**src/rtl/alu_flags_pkg.sv**
```systemverilog
// Shared constants for the pipelined flag ALU: opcode encoding, flag-vector
// layout and flag-vector width. Imported by the ALU core and the pipeline top.
package alu_flags_pkg;

  // Flag vector is {CF, OF, ZF, SF, PF}; the indices below address it.
  localparam int FLAGW = 5;
  localparam int F_CF  = 4;
  localparam int F_OF  = 3;
  localparam int F_ZF  = 2;
  localparam int F_SF  = 1;
  localparam int F_PF  = 0;

  // Opcode encoding; codes 8 and above are unused.
  localparam int OP_ADD = 0;
  localparam int OP_SUB = 1;
  localparam int OP_AND = 2;
  localparam int OP_OR  = 3;
  localparam int OP_XOR = 4;
  localparam int OP_ADC = 5;
  localparam int OP_SBB = 6;
  localparam int OP_CMP = 7;

endpackage

```
**src/rtl/alu_flags_core.sv**
```systemverilog
// Purely combinational ALU with x86-style flags.
// Ports:
//   a, b    [WIDTH-1:0]  operands
//   opcode  [OPW-1:0]    operation (encoding in alu_flags_pkg)
//   cf_in                carry/borrow input used by ADC/SBB
//   c       [WIDTH-1:0]  result (CMP returns a unchanged)
//   flags   [FLAGW-1:0]  {CF,OF,ZF,SF,PF} of the computed value
module alu_flags_core
  import alu_flags_pkg::*;
#(
  parameter int WIDTH = 8,
  parameter int OPW   = 3
) (
  input  logic [WIDTH-1:0] a,
  input  logic [WIDTH-1:0] b,
  input  logic [OPW-1:0]   opcode,
  input  logic             cf_in,
  output logic [WIDTH-1:0] c,
  output logic [FLAGW-1:0] flags
);

  localparam int MSB = WIDTH - 1;

  logic [WIDTH:0]   cin_ext;
  logic [WIDTH:0]   add_r;
  logic [WIDTH:0]   sub_r;
  logic [WIDTH-1:0] res;
  logic             cf;
  logic             of;

  // Only ADC/SBB consume the stored carry; plain ADD/SUB/CMP ignore it.
  always_comb begin
    cin_ext = '0;
    if (int'(opcode) == OP_ADC || int'(opcode) == OP_SBB) cin_ext[0] = cf_in;
  end

  // One extra bit captures carry-out (add) or borrow (sub) directly.
  assign add_r = {1'b0, a} + {1'b0, b} + cin_ext;
  assign sub_r = {1'b0, a} - {1'b0, b} - cin_ext;

  // NOTE: every output of this block gets a default first so no path leaves
  // a variable unassigned, which would otherwise infer a latch.
  always_comb begin
    res = '0;
    c   = '0;
    cf  = 1'b0;
    of  = 1'b0;
    case (int'(opcode))
      OP_ADD, OP_ADC: begin
        res = add_r[MSB:0];
        c   = res;
        cf  = add_r[WIDTH];
        of  = (a[MSB] == b[MSB]) && (res[MSB] != a[MSB]);
      end
      OP_SUB, OP_SBB, OP_CMP: begin
        res = sub_r[MSB:0];
        // CMP reports subtraction flags but passes operand A through.
        c   = (int'(opcode) == OP_CMP) ? a : res;
        cf  = sub_r[WIDTH];
        of  = (a[MSB] != b[MSB]) && (res[MSB] != a[MSB]);
      end
      OP_AND: begin
        res = a & b;
        c   = res;
      end
      OP_OR: begin
        res = a | b;
        c   = res;
      end
      OP_XOR: begin
        res = a ^ b;
        c   = res;
      end
      default: begin
        res = '0;
        c   = '0;
      end
    endcase
  end

  // ZF/SF/PF come from the computed value, so CMP flags match SUB exactly.
  always_comb begin
    flags       = '0;
    flags[F_CF] = cf;
    flags[F_OF] = of;
    flags[F_ZF] = (res == '0);
    flags[F_SF] = res[MSB];
    flags[F_PF] = ~^res;
  end

endmodule

```
**src/rtl/alu_flags_pipe.sv**
```systemverilog
// Two-stage pipelined ALU with an architectural flag register.
// S1 registers the operands, the ALU core evaluates from S1, S2 registers
// result and flags. Valid/ready on both sides; up to two ops held under
// backpressure.
// Ports:
//   clk, rst_n                 clock, async active-low reset
//   in_valid/in_ready          input handshake for a, b, opcode
//   a, b [WIDTH-1:0], opcode   operation
//   out_valid/out_ready        output handshake for c, flags
//   c [WIDTH-1:0], flags [4:0] result beat, flags {CF,OF,ZF,SF,PF}
//   flags_q [4:0]              flags of the most recent op to reach S2
module alu_flags_pipe
  import alu_flags_pkg::*;
#(
  parameter int WIDTH = 8,
  parameter int OPW   = 3
) (
  input  logic             clk,
  input  logic             rst_n,
  input  logic             in_valid,
  output logic             in_ready,
  input  logic [WIDTH-1:0] a,
  input  logic [WIDTH-1:0] b,
  input  logic [OPW-1:0]   opcode,
  output logic             out_valid,
  input  logic             out_ready,
  output logic [WIDTH-1:0] c,
  output logic [FLAGW-1:0] flags,
  output logic [FLAGW-1:0] flags_q
);

  logic             s1_valid;
  logic [WIDTH-1:0] s1_a;
  logic [WIDTH-1:0] s1_b;
  logic [OPW-1:0]   s1_op;
  logic             s1_en;
  logic             s2_en;
  logic [WIDTH-1:0] alu_c;
  logic [FLAGW-1:0] alu_flags;

  // A stage may load when it is empty or its content moves on this edge.
  assign s2_en    = !out_valid || out_ready;
  assign s1_en    = !s1_valid || s2_en;
  assign in_ready = s1_en;

  // flags_q feeds the carry; it updates on the S1->S2 edge, so whatever op
  // sits in S1 always sees the carry of the op directly ahead of it.
  alu_flags_core #(
    .WIDTH (WIDTH),
    .OPW   (OPW)
  ) u_core (
    .a      (s1_a),
    .b      (s1_b),
    .opcode (s1_op),
    .cf_in  (flags_q[F_CF]),
    .c      (alu_c),
    .flags  (alu_flags)
  );

  // NOTE: all state below uses non-blocking assignments so every register
  // samples pre-edge values and the two stages shift without ordering races.
  always_ff @(posedge clk or negedge rst_n) begin
    if (!rst_n) begin
      s1_valid <= 1'b0;
      s1_a     <= '0;
      s1_b     <= '0;
      s1_op    <= '0;
    end else if (s1_en) begin
      s1_valid <= in_valid;
      if (in_valid) begin
        s1_a  <= a;
        s1_b  <= b;
        s1_op <= opcode;
      end
    end
  end

  always_ff @(posedge clk or negedge rst_n) begin
    if (!rst_n) begin
      out_valid <= 1'b0;
      c         <= '0;
      flags     <= '0;
      flags_q   <= '0;
    end else if (s2_en) begin
      out_valid <= s1_valid;
      if (s1_valid) begin
        c       <= alu_c;
        flags   <= alu_flags;
        flags_q <= alu_flags;
      end
    end
  end

endmodule

```
**config.mk**
```make
export PLATFORM = sky130hd
export DESIGN_NAME = alu_flags_pipe
export DESIGN_NICKNAME = d
export VERILOG_FILES = /design/src/rtl/alu_flags_pkg.sv /design/src/rtl/alu_flags_core.sv /design/src/rtl/alu_flags_pipe.sv
export SDC_FILE = /design/constraint.sdc
export NUM_CORES = 1
export LEC_CHECK = 0
export BUFFER_PORTS_ARGS = -buffer_cell sky130_fd_sc_hd__buf_2
export CORE_UTILIZATION = 25
export DETAILED_ROUTE_END_ITERATION = 7
export GPL_TIMING_DRIVEN = 0
export SYNTH_ARGS = -nofsm -noshare
export SYNTH_HDL_FRONTEND = slang
export SYNTH_SLANG_ARGS = --single-unit
```
**constraint.sdc**
```tcl
create_clock -name clk -period 5.7 [get_ports clk]
set_input_delay 0 -clock clk [delete_from_list [all_inputs] [get_ports clk]]
set_output_delay 0 -clock clk [all_outputs]
set_load 0.01 [all_outputs]
```
# After elaboration in Yosys (flattened, before gate mapping)
# Index checks and enable logic that the tools add are counted.
classes:
  n_addsub: 4
  n_eq_ne: 14
  muxes: 6
  bitwise_logic: 3
  reduce_logical: 14
op_table:
  columns: ["operator", "count"]
  rows:
  - ["$pmux W8 S5", 2]
  - ["$eq A3 B3 Y1 const B", 5]
  - ["$add A8 B8 Y9", 1]
  - ["$add A9 B1 Y9", 1]
  - ["$eq A3 B2 Y1 const B", 3]
  - ["$sub A8 B8 Y9", 1]
  - ["$sub A9 B1 Y9", 1]
  - ["$and A8 B8 Y8", 1]
  - ["$logic_not A8 Y1", 1]
  - ["$mux W8", 1]
  - ["$or A8 B8 Y8", 1]
  - ["$reduce_xnor A8 Y1", 1]
  - ["$xor A8 B8 Y8", 1]
  - ["$eq A3 B1 Y1 const B", 2]
  - ["$pmux W1 S2", 2]
  - ["$reduce_and A2 Y1", 2]
  - ["$logic_not A3 Y1", 1]
  - ["$logic_or A1 B1 Y1", 3]
  - ["$ne A1 B1 Y1", 3]
  - ["$reduce_or A3 Y1", 1]
  - ["$logic_and A1 B1 Y1", 2]
  - ["$logic_not A1 Y1", 2]
  - ["$reduce_or A2 Y1", 1]
  - ["$eq A1 B1 Y1", 1]
  - ["$mux W1", 1]
word_totals:
  ff_bits: 34
  input_bits: 23
  output_inout_bits: 20
  wordCells: 48

# Logic depth before layout (Yosys ltp)
# Gate-level depths: netlist of the first run.
depth:
  depth_word: 7
  mapped_depth: 19
  ltp_nobuf: 16

# By module
# From an unflattened synthesis of the first run, not the netlist that was laid out.
hier_totals:
  hier_cells: 310
  hier_area_um2: 3014.1
by_module_without_submodules:
  columns: ["module", "n_inst", "cells_each", "area_per_inst_um2", "seq_area_each_um2"]
  rows:
  - ["alu_flags_core", 1, 231, 1627.8, 0.0]
  - ["alu_flags_pipe", 1, 79, 1386.3, 850.8]

# Worst setup path after synthesis of the first run
# No wires, ideal clock.
synth_path:
  path_kind: "flip-flop to flip-flop"
  startpoint: "reg s1_op[1]"
  endpoint: "reg flags_q[0]"
  setup_ns: 0.136
  arrival_ns: 3.670
  required_ns: 5.564
  setup_slack_ns: 1.894
  stages_incl_launch_ff: 20
  n_path_buf: 3
  synth_period_minus_slack_ns: 3.806
  path_cell_list: "dfrtp_1 clkbuf_1 buf_2 clkbuf_1 xor2_1 nand3_1 inv_1 fa_1 inv_1 fa_1 nor2b_1 o21a_1 o31a_1 or4_1 nand4_1 o21a_1 ha_1 xnor2_1 xnor2_1 o21ai_0"
synth_via:
  elab_chain_len: 6
  word_cells_on_any_way: 18
  cone_classes: "add/sub: 2; eq/ne: 9; mux: 2; reduce/logical: 5"
synth_rtl:
  columns: ["element", "line_no", "text"]
  rows:
  - ["from (decl)", "alu_flags_pipe.sv:35", "logic [OPW-1:0] s1_op;"]
  - ["from (signal assigned)", "alu_flags_pipe.sv:73", "s1_op <= opcode;"]
  - ["$eq A3 B3 Y1 / $eq A3 B2 Y1 (equally long branches)", "alu_flags_core.sv:34", "if (int'(opcode) == OP_ADC || int'(opcode) == OP_SBB) cin_ext[0] = cf_in;"]
  - ["$logic_or A1 B1 Y1", "alu_flags_core.sv:34", null]
  - ["$mux W1", "alu_flags_core.sv:34", null]
  - ["$sub A9 B1 Y9 / $add A9 B1 Y9 (equally long branches)", "alu_flags_core.sv:39, alu_flags_core.sv:38", null]
  - ["$pmux W8 S5 (*)", "alu_flags_core.sv:48", "case (int'(opcode))"]
  - ["$reduce_xnor A8 Y1 (*)", "alu_flags_core.sv:88", "flags[F_PF] = ~^res;"]
  - ["to (signal assigned)", "alu_flags_pipe.sv:89", "flags_q <= alu_flags;"]
  - ["to (decl)", "alu_flags_pipe.sv:29", "output logic [FLAGW-1:0] flags_q"]
# Mark *: on every way between the ends. The rest lies on a longest branch, timed or not.
# A chain may end at the register's enable or synchronous reset.

# Worst setup path in the final report of the first run
# Same ends and word-level chain as after synthesis.

==> metrics.yaml, run 1 <==
status:
  status: "complete, but fails checks"
  violations: "design-rule violations"
critical_path:
  r2r_cells: 19
  crit_type: "flop to flop"
  r2r-end: "flags_q[0]"
  critPathCapture: "flags_q[0]"
  cp-startpoint: "s1_op[1]"
  r2r-start: "s1_op[1]"
  cp_max_fo: 10
  end_kind: "flop"
  arrival_ps: 4620
  rrSetupSlack_ps: 1220
  start_kind: "flop"
  crit_required_ps: 5840
floorplan:
  start_util: 0.261
  die_area_um2: 12600
  rows: 39
  fp.dieW_um: 112
  ios: 43
  coreArea_um2: 11700
  die_h_um: 112
cts:
  clk_pin_slew_ps: 60
  clk_latency_ps: 280
  clock_path_buffers: 2
  root_buffer: "clkbuf_16"
  numClockSinks: 34
  cts_tree: "yes"
  cts.htree.levels: 2
  numCtsBuffers: 5
drt:
  ant_nets: 0
  firstDrtPassIters: 6
  vias_per_cell: 4.90
  dr.first_iter.drc_count: 207
  wl_um: 7740
  drc_errors: 1
  wl_per_cell_um: 14.0
  num_vias: 2716
place:
  routabilityCongestion: 0.933
  numPortBuffers: 42
  place_area_um2: 3430
  dp_hpwl_um: 6080
yosys:
  synth_area_leaders: "dfrtp_1, ha_1, mux2_2"
  syn_inst: 340
  synth_top_flop_cell: "dfrtp_1"
  seq_area_frac_synth: 0.279
  ys_ff_latch: 34
  synthDistinctLibCells: 60
  synth_edf_count: 0
  synth.largest_area_cell: "dfrtp_1"
  synth_top_area_share: 0.279
  async_reset_ff_frac: 1.00
  netlist_area_um2: 3040
  syn_avg_cell_area_um2: 8.95
  yosys_warnings: 0
  syn_nets: 401
worst_hold_path:
  hold_class: "input port to flop"
sta:
  hold_viol: 0
  rsz0062_at_grt: "false"
  period_share: 0.785
  finalMaxSlewViolations: 0
  hold_ws_ps: 27.6
  finClkSkew_ps: 9.41
  final.min_clock_period_ps: 4480
  setup_tns_ps: 0
  tightest_slew_ps: 769
  clock.fmax_mhz: 223
  finalSetupViolCount: 0
  slew_headroom: 0.487
final_layout:
  design_area_um2: 3810
  diodes: 0
  fin_nets: 471
  syn2layout_area_growth_pct: 25.0
  drive_gt1_frac: 0.212
flow_run:
  maxCapViolCount: 0
grt:
  grt_pass1_wl_um: 12700
  antenna_found_initial: 0
  grt_pass1_vias: 2609
  grt_overflow: 0
  grt_max_degree: 35
  grt_use_total: 0.126
power_and_ir_drop:
  p_leak_nw: 1.68
  power.density_nw_per_um2: 395
  p_total_mw: 1.50
  max-vdd-ir-drop_mv: 0.167
## power breakdown
group / total, mW / switching, mW / internal [mW]
logic: 0.842 / 0.452 / 0.390
clock network: 0.308 / 0.101 / 0.207
registers: 0.355 / 0.0526 / 0.303
total: 1.50 / 0.606 / 0.899
## stage by stage
stage / instances / worst slack, ps / util
2_1_floorplan: 340 / 1890 / -
3_3_place_gp: 525 / 1320 / 0.294
3_5_place_dp: 525 / 1290 / 0.294
4_1_cts: 554 / 1270 / 0.326
5_1_grt: 554 / 930 / 0.326
6_report: 554 / 1220 / 0.326
## what timing repair did
| action | 4_1_cts | 5_1_grt |
|---|---|---|
| hold buffers | 21 | 0 |
| endpoints found under the hold margin | 54 | 0 |
| gates resized for setup | 0 | 0 |
| setup buffers | 0 | 0 |
## Yosys cell counts, drive strengths merged, types with 5 or more instances
master,instances
buf,13
xnor2,7
nor2,27
nand2b,12
clkbuf,8
o22ai,6
inv,27
o211ai,5
a21oi,27
o21a,9
nand2,18
xor2,5
o21ai,18
mux2,23
dfrtp,34
ha,34
nor3,7
## layer usage
layer	share of wire	routed length [um]	up-vias	global-route usage
li1	-	-	1342	-
met1	0.47	3610	1273	0.169
met2	0.45	3460	95	0.210
met3	0.074	575	6	0.0238
met4	0.011	89	0	0.0311
met5	0	0	-	0
## cell type report
cell class	count	area [um^2]
clock inverters	1	30.0
well taps	143	179
inverters	28	105
repair buffers	63	420
clock buffers	7	133
multi-input cells	257	1960
flip-flops and latches	34	851
fillers	1195	7860
plain buffers	21	126
## kinds of logic after synthesis
kind of cell,after synthesis,synth area share
and+or+nand+nor,86,0.144
AOI/OAI and AO/OA,93,0.198
adders and majority gates,40,0.173
buffers and inverters,49,0.0760
xor gates and xnor gates,12,0.0345
DFF,34,0.279
muxes,26,0.0949
## worst max-delay path, stage by stage (launching register included)
cell      delay (ps)
dfrtp_1          320
clkbuf_1         320
buf_2            300
clkbuf_1         420
xor2_1           140
nand3_1          140
inv_1             70
fa_1             390
inv_1             80
fa_1             210
nor2b_1           60
o21a_1           190
o31a_1           280
or4_1            490
nand4_1          170
o21a_1           140
ha_1             240
xnor2_1          170
xnor2_1          130
o21ai_0           80
## cell usage in the layout, fill, tap and decap left out, types with 3 or more instances in the layout
master / count
nand3b_1: 3
a31oi_1: 3
nand2_1: 18
o21a_1: 9
fa_1: 4
clkbuf_16: 5
nor2_1: 26
o211ai_1: 5
dlygate4sd3_1: 21
dfrtp_1: 34
mux2i_1: 3
mux2_2: 20
nor3_1: 6
xor2_1: 5
mux2_1: 3
nand3_1: 3
nor4_1: 3
a22oi_1: 3
clkbuf_1: 9
buf_4: 6
o21ai_1: 8
ha_1: 34
nand2b_1: 12
xnor2_1: 7
buf_2: 48
o21ai_0: 10
inv_1: 26
o22ai_1: 5
o31ai_1: 3
a21oi_1: 27
## sequential cells by signal, summed over array words and instances, names as in the netlist
signal     cells
s1_a           8
out_valid      1
c              8
s1_b           8
s1_valid       1
s1_op          3
flags_q        5
## how the worst min path moves through the flow
stage                         start         to  cells after the start  slack (ps)
after floorplan               rst_n       c[0]                      0        -300
after global placement        rst_n    s1_b[1]                      1         120
after detailed placement      rst_n    s1_b[1]                      1         130
after CTS                 out_ready  out_valid                      3          40
after global routing      out_ready  out_valid                      3          40
final                     out_ready  out_valid                      3          30
(Power assumes the default switching activity.)
==> inputs of run 2 (changes only) <==
--- a/config.mk
+++ b/config.mk
@@ -5,6 +5,7 @@
 export SDC_FILE = /design/constraint.sdc
 export NUM_CORES = 1
 export LEC_CHECK = 0
+export ABC_AREA = 1
 export BUFFER_PORTS_ARGS = -buffer_cell sky130_fd_sc_hd__buf_2
 export CORE_UTILIZATION = 25
 export DETAILED_ROUTE_END_ITERATION = 7
==> constraint.sdc (replaced) <==
create_clock -name clk -period 4.5 [get_ports clk]
set_input_delay 0 -clock clk [delete_from_list [all_inputs] [get_ports clk]]
set_output_delay 0 -clock clk [all_outputs]
set_load 0.01 [all_outputs]
==> run 2 against run 1 <==
- the flow finishes with violations (design-rule violations, negative hold slack)
- critical path depth is 6 lower
- worst setup slack worse by 290 ps
- synthesized cell count grew 20%
- largest cell class unchanged
- largest power group unchanged
==> metrics.yaml, run 2 <==
sta:
  setup_tns_ps: 0  # unchanged
  setup_slack_ps: 936  # -289 ps
  hold_viol: 1  # +1
  final.min_clock_period_ps: 3560  # -911 ps
  tightest_slew_ps: 790  # +21.0 ps
  hold_ws_ps: -8.94  # -36.5 ps
  clock.fmax_mhz: 281  # +26%
  rsz0062_at_grt: "false"
  finalSetupViolCount: 0  # unchanged
  slew_headroom: 0.473  # -0.0140
  finalMaxSlewViolations: 0  # unchanged
  finClkSkew_ps: 3.31  # -6.10 ps
  period_share: 0.792  # +0.00684
critical_path:
  crit_type: "flop to flop"
  crit_required_ps: 4650  # -1190 ps
  end_kind: "flop"
  arrival_ps: 3710  # -910 ps
  crit_family: "adder cells"
  crit_top_cell: "xnor2_1"
  start_kind: "flop"
  slowest_stage: "dfrtp_1"
  critPathBufInv: 1  # -4
  max_stage_delay_ps: 450  # -40 ps
  cp_max_fo: 6  # -4
  crit_chain: "nor2_1 > nor4_1 > inv_1 > fa_1 > fa_1 > o21ai_1 > nand2_1 > xnor2_1 > o211a_1 > ha_1 > xnor2_1 > xnor2_1 > o21ai_0"
floorplan:
  rows: 39  # unchanged
  die_h_um: 111  # -1.1%
  start_util: 0.259  # -0.00233
  die_area_um2: 12400  # -2.1%
  fp.dieW_um: 111  # -1.1%
  coreArea_um2: 11500  # -1.3%
  ios: 43  # unchanged
status:
  status: "complete, but fails checks"
  violations: "design-rule violations, negative hold slack"
cts:
  cts_tree: "yes"
  clk_latency_ps: 280  # about the same
  clk_pin_slew_ps: 60  # about the same
  root_buffer: "clkbuf_16"
  numCtsBuffers: 5  # unchanged
  clock_path_buffers: 2  # unchanged
  cts-resized-gates: 0  # unchanged
  numClockSinks: 34  # unchanged
  cts.htree.levels: 2  # unchanged
final_layout:
  fin_nets: 539  # +14%
  diodes: 0  # unchanged
  fin_util: 0.325  # -0.00183
  syn2layout_area_growth_pct: 25.5
  fillCellCount: 1260  # +5.4%
  layout_commonest_cell: "nand2_1"
  final_cell_mix: "nand2_1, inv_1, a21oi_1"
  reg.largest.list: "c x8, s1_a x8, s1_b x8"
  drive_gt1_frac: 0.172  # -0.0401
yosys:
  yosysMostFrequentCell: "nand2_1"
  syn_inst: 409  # +20%
  synth.largest_area_cell: "dfrtp_1"
  synth_common_cells: "nand2_1, inv_1, a21oi_1"
  yosys_warnings: 0  # unchanged
  synth_top_area_share: 0.286  # +0.00610
  async_reset_ff_frac: 1.00  # unchanged
  seq_area_frac_synth: 0.286  # +0.00610
  syn_avg_cell_area_um2: 7.28  # -19%
  netlist_area_um2: 2980  # -2.1%
  synth_edf_count: 0  # unchanged
  synth_top_flop_cell: "dfrtp_1"
  ys_ff_latch: 34  # unchanged
  synthDistinctLibCells: 35  # -42%
  syn_nets: 470  # +17%
  synth_area_leaders: "dfrtp_1, ha_1, nand2_1"
drt:
  dr.first_iter.drc_count: 188  # -9.2%
  wl_per_cell_um: 14.0  # about the same
  wl_um: 8680  # +12%
  num_vias: 2883  # +6.1%
  firstDrtPassIters: 6  # unchanged
  ant_nets: 0  # unchanged
  drc_errors: 4  # +3
  vias_per_cell: 4.64  # -5.3%
place:
  dp_hpwl_um: 6760  # +11%
  dp_slack_ps: 977  # -308 ps
  numPortBuffers: 42  # unchanged
  routabilityCongestion: 0.916  # -1.9%
grt:
  grt_max_degree: 35  # unchanged
  grt_overflow: 0  # unchanged
  grt_pass1_wl_um: 14400  # +14%
  antenna_found_initial: 0  # unchanged
  grt_pass1_vias: 2867  # +9.9%
  grt_use_total: 0.150  # +0.0234
worst_hold_path:
  hold_class: "input port to flop"
power_and_ir_drop:
  p_leak_nw: 1.98  # +18%
  power.density_nw_per_um2: 548  # +39%
  max-vdd-ir-drop_mv: 0.215  # +28%
flow_run:
  maxCapViolCount: 0  # unchanged
[run 2: power by group]
| group | leakage [nW] | switching (mW) | internal [mW] | total, mW |
|---|---|---|---|---|
| clock | 0.0829 | 0.131 | 0.273 | 0.404 |
| combinational | 1.51 | 0.705 | 0.486 | 1.19 |
| sequential | 0.387 | 0.0647 | 0.389 | 0.453 |
[run 2: path summary, 6_finish.rpt]
kind | startpoint | to | slack (ps) | depth (start not counted)
worst min register to register | c[3] | c[3] | 470 | 2
min in group asynchronous | rst_n | c[7] | 350 | 2
worst max register to register | s1_op[0] | flags_q[0] | 940 | 13
worst max-delay path | s1_op[0] | flags_q[0] | 940 | 13
worst min-delay path | a[6] | s1_a[6] | -9 | 3
max in group asynchronous | rst_n | s1_b[2] | 3640 | 2
[run 2: cells by family (layout without fill, tap and decap cells)]
group	Yosys count	count (layout)	share of synthesized area
AOI/OAI and AO/OA	77	77	0.147
xor gates and xnor gates	7	7	0.0206
adders and majority gates	38	38	0.170
buffers and inverters	81	150	0.123
DFF	34	34	0.286
muxes	1	1	0.00378
and+or+nand+nor	171	171	0.251
[run 2: repair_timing]
item,in CTS,in global routing
hold buffers,20,0
buffers inserted,0,0
endpoints found under the hold margin,53,0
[run 2: per-stage QoR]
stage                     power [mW]  instance area, um^2  cells  hold slack (ps)
after floorplan                 1.29                 2980    409             -296
after global placement          1.61                 3370    594              135
after detailed placement        1.63                 3370    594              157
after CTS                       2.06                 3740    621             1.41
after global routing            2.22                 3740    621             39.1
final                           2.05                 3740    621            -8.94
[run 2: layer usage]
layer / part of all wire / routed length (um) / track usage
met5: 0 / 0 / 0
met4: 0.012 / 106 / 0.0441
met3: 0.065 / 562 / 0.0224
met2: 0.49 / 4240 / 0.269
met1: 0.43 / 3770 / 0.183
[run 2: final cells by class]
type	instances	area, um^2	area share
flip-flops and latches	34	851	0.228
repair buffers	62	410	0.110
plain buffers	15	115	0.0308
multi-input cells	294	1760	0.472
clock inverters	1	30.0	0.00803
inverters	66	250	0.0670
clock buffers	6	139	0.0372
well taps	143	179	0.0479
[run 2: worst reg2reg max path, stage by stage, from the launching register on]
cell,delay (ps)
dfrtp_1,450
nor2_1,130
nor4_1,450
inv_1,110
fa_1,440
fa_1,450
o21ai_1,160
nand2_1,110
xnor2_1,160
o211a_1,230
ha_1,310
xnor2_1,200
xnor2_1,150
o21ai_0,90
==> inputs of run 3 (changes only) <==
==> constraint.sdc (replaced) <==
create_clock -name clk -period 3.6 [get_ports clk]
set_input_delay 0 -clock clk [delete_from_list [all_inputs] [get_ports clk]]
set_output_delay 0 -clock clk [all_outputs]
set_load 0.01 [all_outputs]
==> run 3 against run 2 <==
- the flow still finishes with violations (design-rule violations, negative hold slack)
- core utilization rose by 0.15 points
- critical endpoint unchanged
- fmax rose by 4.5%
- sequential cell count did not move
- largest cell class unchanged
- non-clock buffer count did not move
- sequential power rose by 25%
- clock skew fell by 1.3 ps
==> metrics.yaml, run 3 (synthesized netlist as in run 2, its figures left out) <==
status:
  status: "complete, but fails checks"
  violations: "design-rule violations, negative hold slack"
sta:
  hold_viol: 1  # unchanged
  finalMaxSlewViolations: 0  # unchanged
  hold_ws_ps: -6.33  # +2.61 ps
  final.min_clock_period_ps: 3410  # -153 ps
  finClkSkew_ps: 1.97  # -1.34 ps
  slew_headroom: 0.472  # -0.00120
  tightest_slew_ps: 792  # +1.79 ps
  clock.fmax_mhz: 293  # +4.5%
  period_share: 0.947  # +0.155
  finalSetupViolCount: 0  # unchanged
power_and_ir_drop:
  p_leak_nw: 1.98  # +0.11%
  max-vdd-ir-drop_mv: 0.276  # +29%
  power.density_nw_per_um2: 685  # +25%
  p_total_mw: 2.57  # +26%
place:
  place_inst: 594  # unchanged
  routabilityCongestion: 0.916  # unchanged
  dp_hpwl_um: 6760  # unchanged
  numPortBuffers: 42  # unchanged
  place_area_um2: 3370  # unchanged
cts:
  numCtsBuffers: 5  # unchanged
  clk_pin_slew_ps: 60  # about the same
  cts.htree.levels: 2  # unchanged
  cts_tree: "yes"
  clk_latency_ps: 280  # about the same
  root_buffer: "clkbuf_16"
  clock_path_buffers: 2  # unchanged
  numClockSinks: 34  # unchanged
  cts_setup_buffers: 0  # unchanged
critical_path:
  r2r_cells: 14  # +1
  end_kind: "flop"
  start_kind: "flop"
  crit_type: "flop to flop"
  r2r-start: "s1_op[2]"
  crit_required_ps: 3740  # -910 ps
  cp_max_fo: 8  # +2
  rrSetupSlack_ps: 190  # -750 ps
  arrival_ps: 3550  # -160 ps
  r2r-end: "flags_q[0]"
final_layout:
  fillCellCount: 1259  # -0.079%
  fin_nets: 539  # unchanged
  layout_commonest_cell: "nand2_1"
  fin_cells: 621  # unchanged
  design_area_um2: 3750  # +0.47%
  fin_util: 0.326  # +0.00152
  syn2layout_area_growth_pct: 26.0
  drive_gt1_frac: 0.176  # +0.00418
  reg.largest.list: "c x8, s1_a x8, s1_b x8"
  diodes: 0  # unchanged
  final_cell_mix: "nand2_1, inv_1, a21oi_1"
worst_hold_path:
  hold_depth: 3  # unchanged
  hold_class: "input port to flop"
  hp-start: "a[6]"
  min_to: "s1_a[6]"
grt:
  grt_use_total: 0.150  # unchanged
  grt_pass1_vias: 2867  # unchanged
  grt_overflow: 0  # unchanged
  grt_max_degree: 35  # unchanged
  grt_pass1_wl_um: 14400  # unchanged
  antenna_found_initial: 0  # unchanged
drt:
  vias_per_cell: 4.66  # +0.38%
  ant_nets: 0  # unchanged
  num_vias: 2894  # +0.38%
  firstDrtPassIters: 6  # unchanged
  dr.first_iter.drc_count: 178  # -5.3%
  wl_per_cell_um: 14.0  # +0.48%
  drc_errors: 4  # unchanged
  wl_um: 8720  # +0.48%
floorplan:
  start_util: 0.259  # unchanged
  die_area_um2: 12400  # unchanged
  fp.dieW_um: 111  # unchanged
  rows: 39  # unchanged
  coreArea_um2: 11500  # unchanged
  ios: 43  # unchanged
  die_h_um: 111  # unchanged
flow_run:
  maxCapViolCount: 0  # unchanged
[run 3: where the power goes]
part	total [mW]	internal, mW	switching (mW)
combinational	1.50	0.612	0.891
clock	0.502	0.341	0.160
sequential	0.568	0.486	0.0819
total	2.57	1.44	1.13
[run 3: worst max-delay path by stage]
| stage | slack [ps] | endpoint | from |
|---|---|---|---|
| finish | 190 | flags_q[0] | s1_op[2] |
| global route | -10 | flags_q[0] | flags_q[4] |
| CTS | 60 | flags_q[0] | flags_q[4] |
| detailed placement | 80 | flags_q[0] | flags_q[4] |
| global placement | 210 | flags_q[0] | s1_op[2] |
| floorplan | 460 | flags_q[0] | s1_op[2] |
[run 3: final cells by class]
type                       instances  area [um^2]  share of cell area
buffer                            15          115              0.0307
clock buffer                       6          139              0.0370
sequential                        34          851               0.227
clock inverter                     1         30.0             0.00800
inverter                          66          250              0.0666
tap                              143          179              0.0477
timing repair buffer              62          410               0.109
multi-input combinational        294         1780               0.474
[run 3: worst max-delay path: stages (launching register included)]
cell	delay (ps)
dfrtp_1	340
buf_6	140
inv_2	70
nor4_4	330
inv_1	90
fa_1	430
fa_1	450
o21ai_1	160
nand2_1	110
xnor2_1	160
o211a_1	230
ha_1	310
xnor2_1	190
xnor2_1	160
o21ai_0	100
[run 3: timing repair]
item / 4_1_cts / 5_1_grt
hold buffers: 20 / 0
gates resized for setup: 0 / 3
hold endpoints to repair: 53 / 0
endpoints found under the setup margin: 0 / 1
[run 3: layer usage]
layer  vias to the layer above  track usage  wire, um
met5                         -            0         0
met4                         0       0.0441       140
met3                         8       0.0224       397
met2                        71        0.269      4270
met1                      1361        0.183      3910
li1                       1454            -         -
[run 3: through the flow]
step	setup slack (ps)	setup TNS (ps)	hold WS, ps
after CTS	59.1	0	1.41
after global placement	206	0	135
final	189	0	-6.33
after floorplan	463	0	-296
after detailed placement	77.4	0	157
after global routing	-12.6	-12.6	39.1
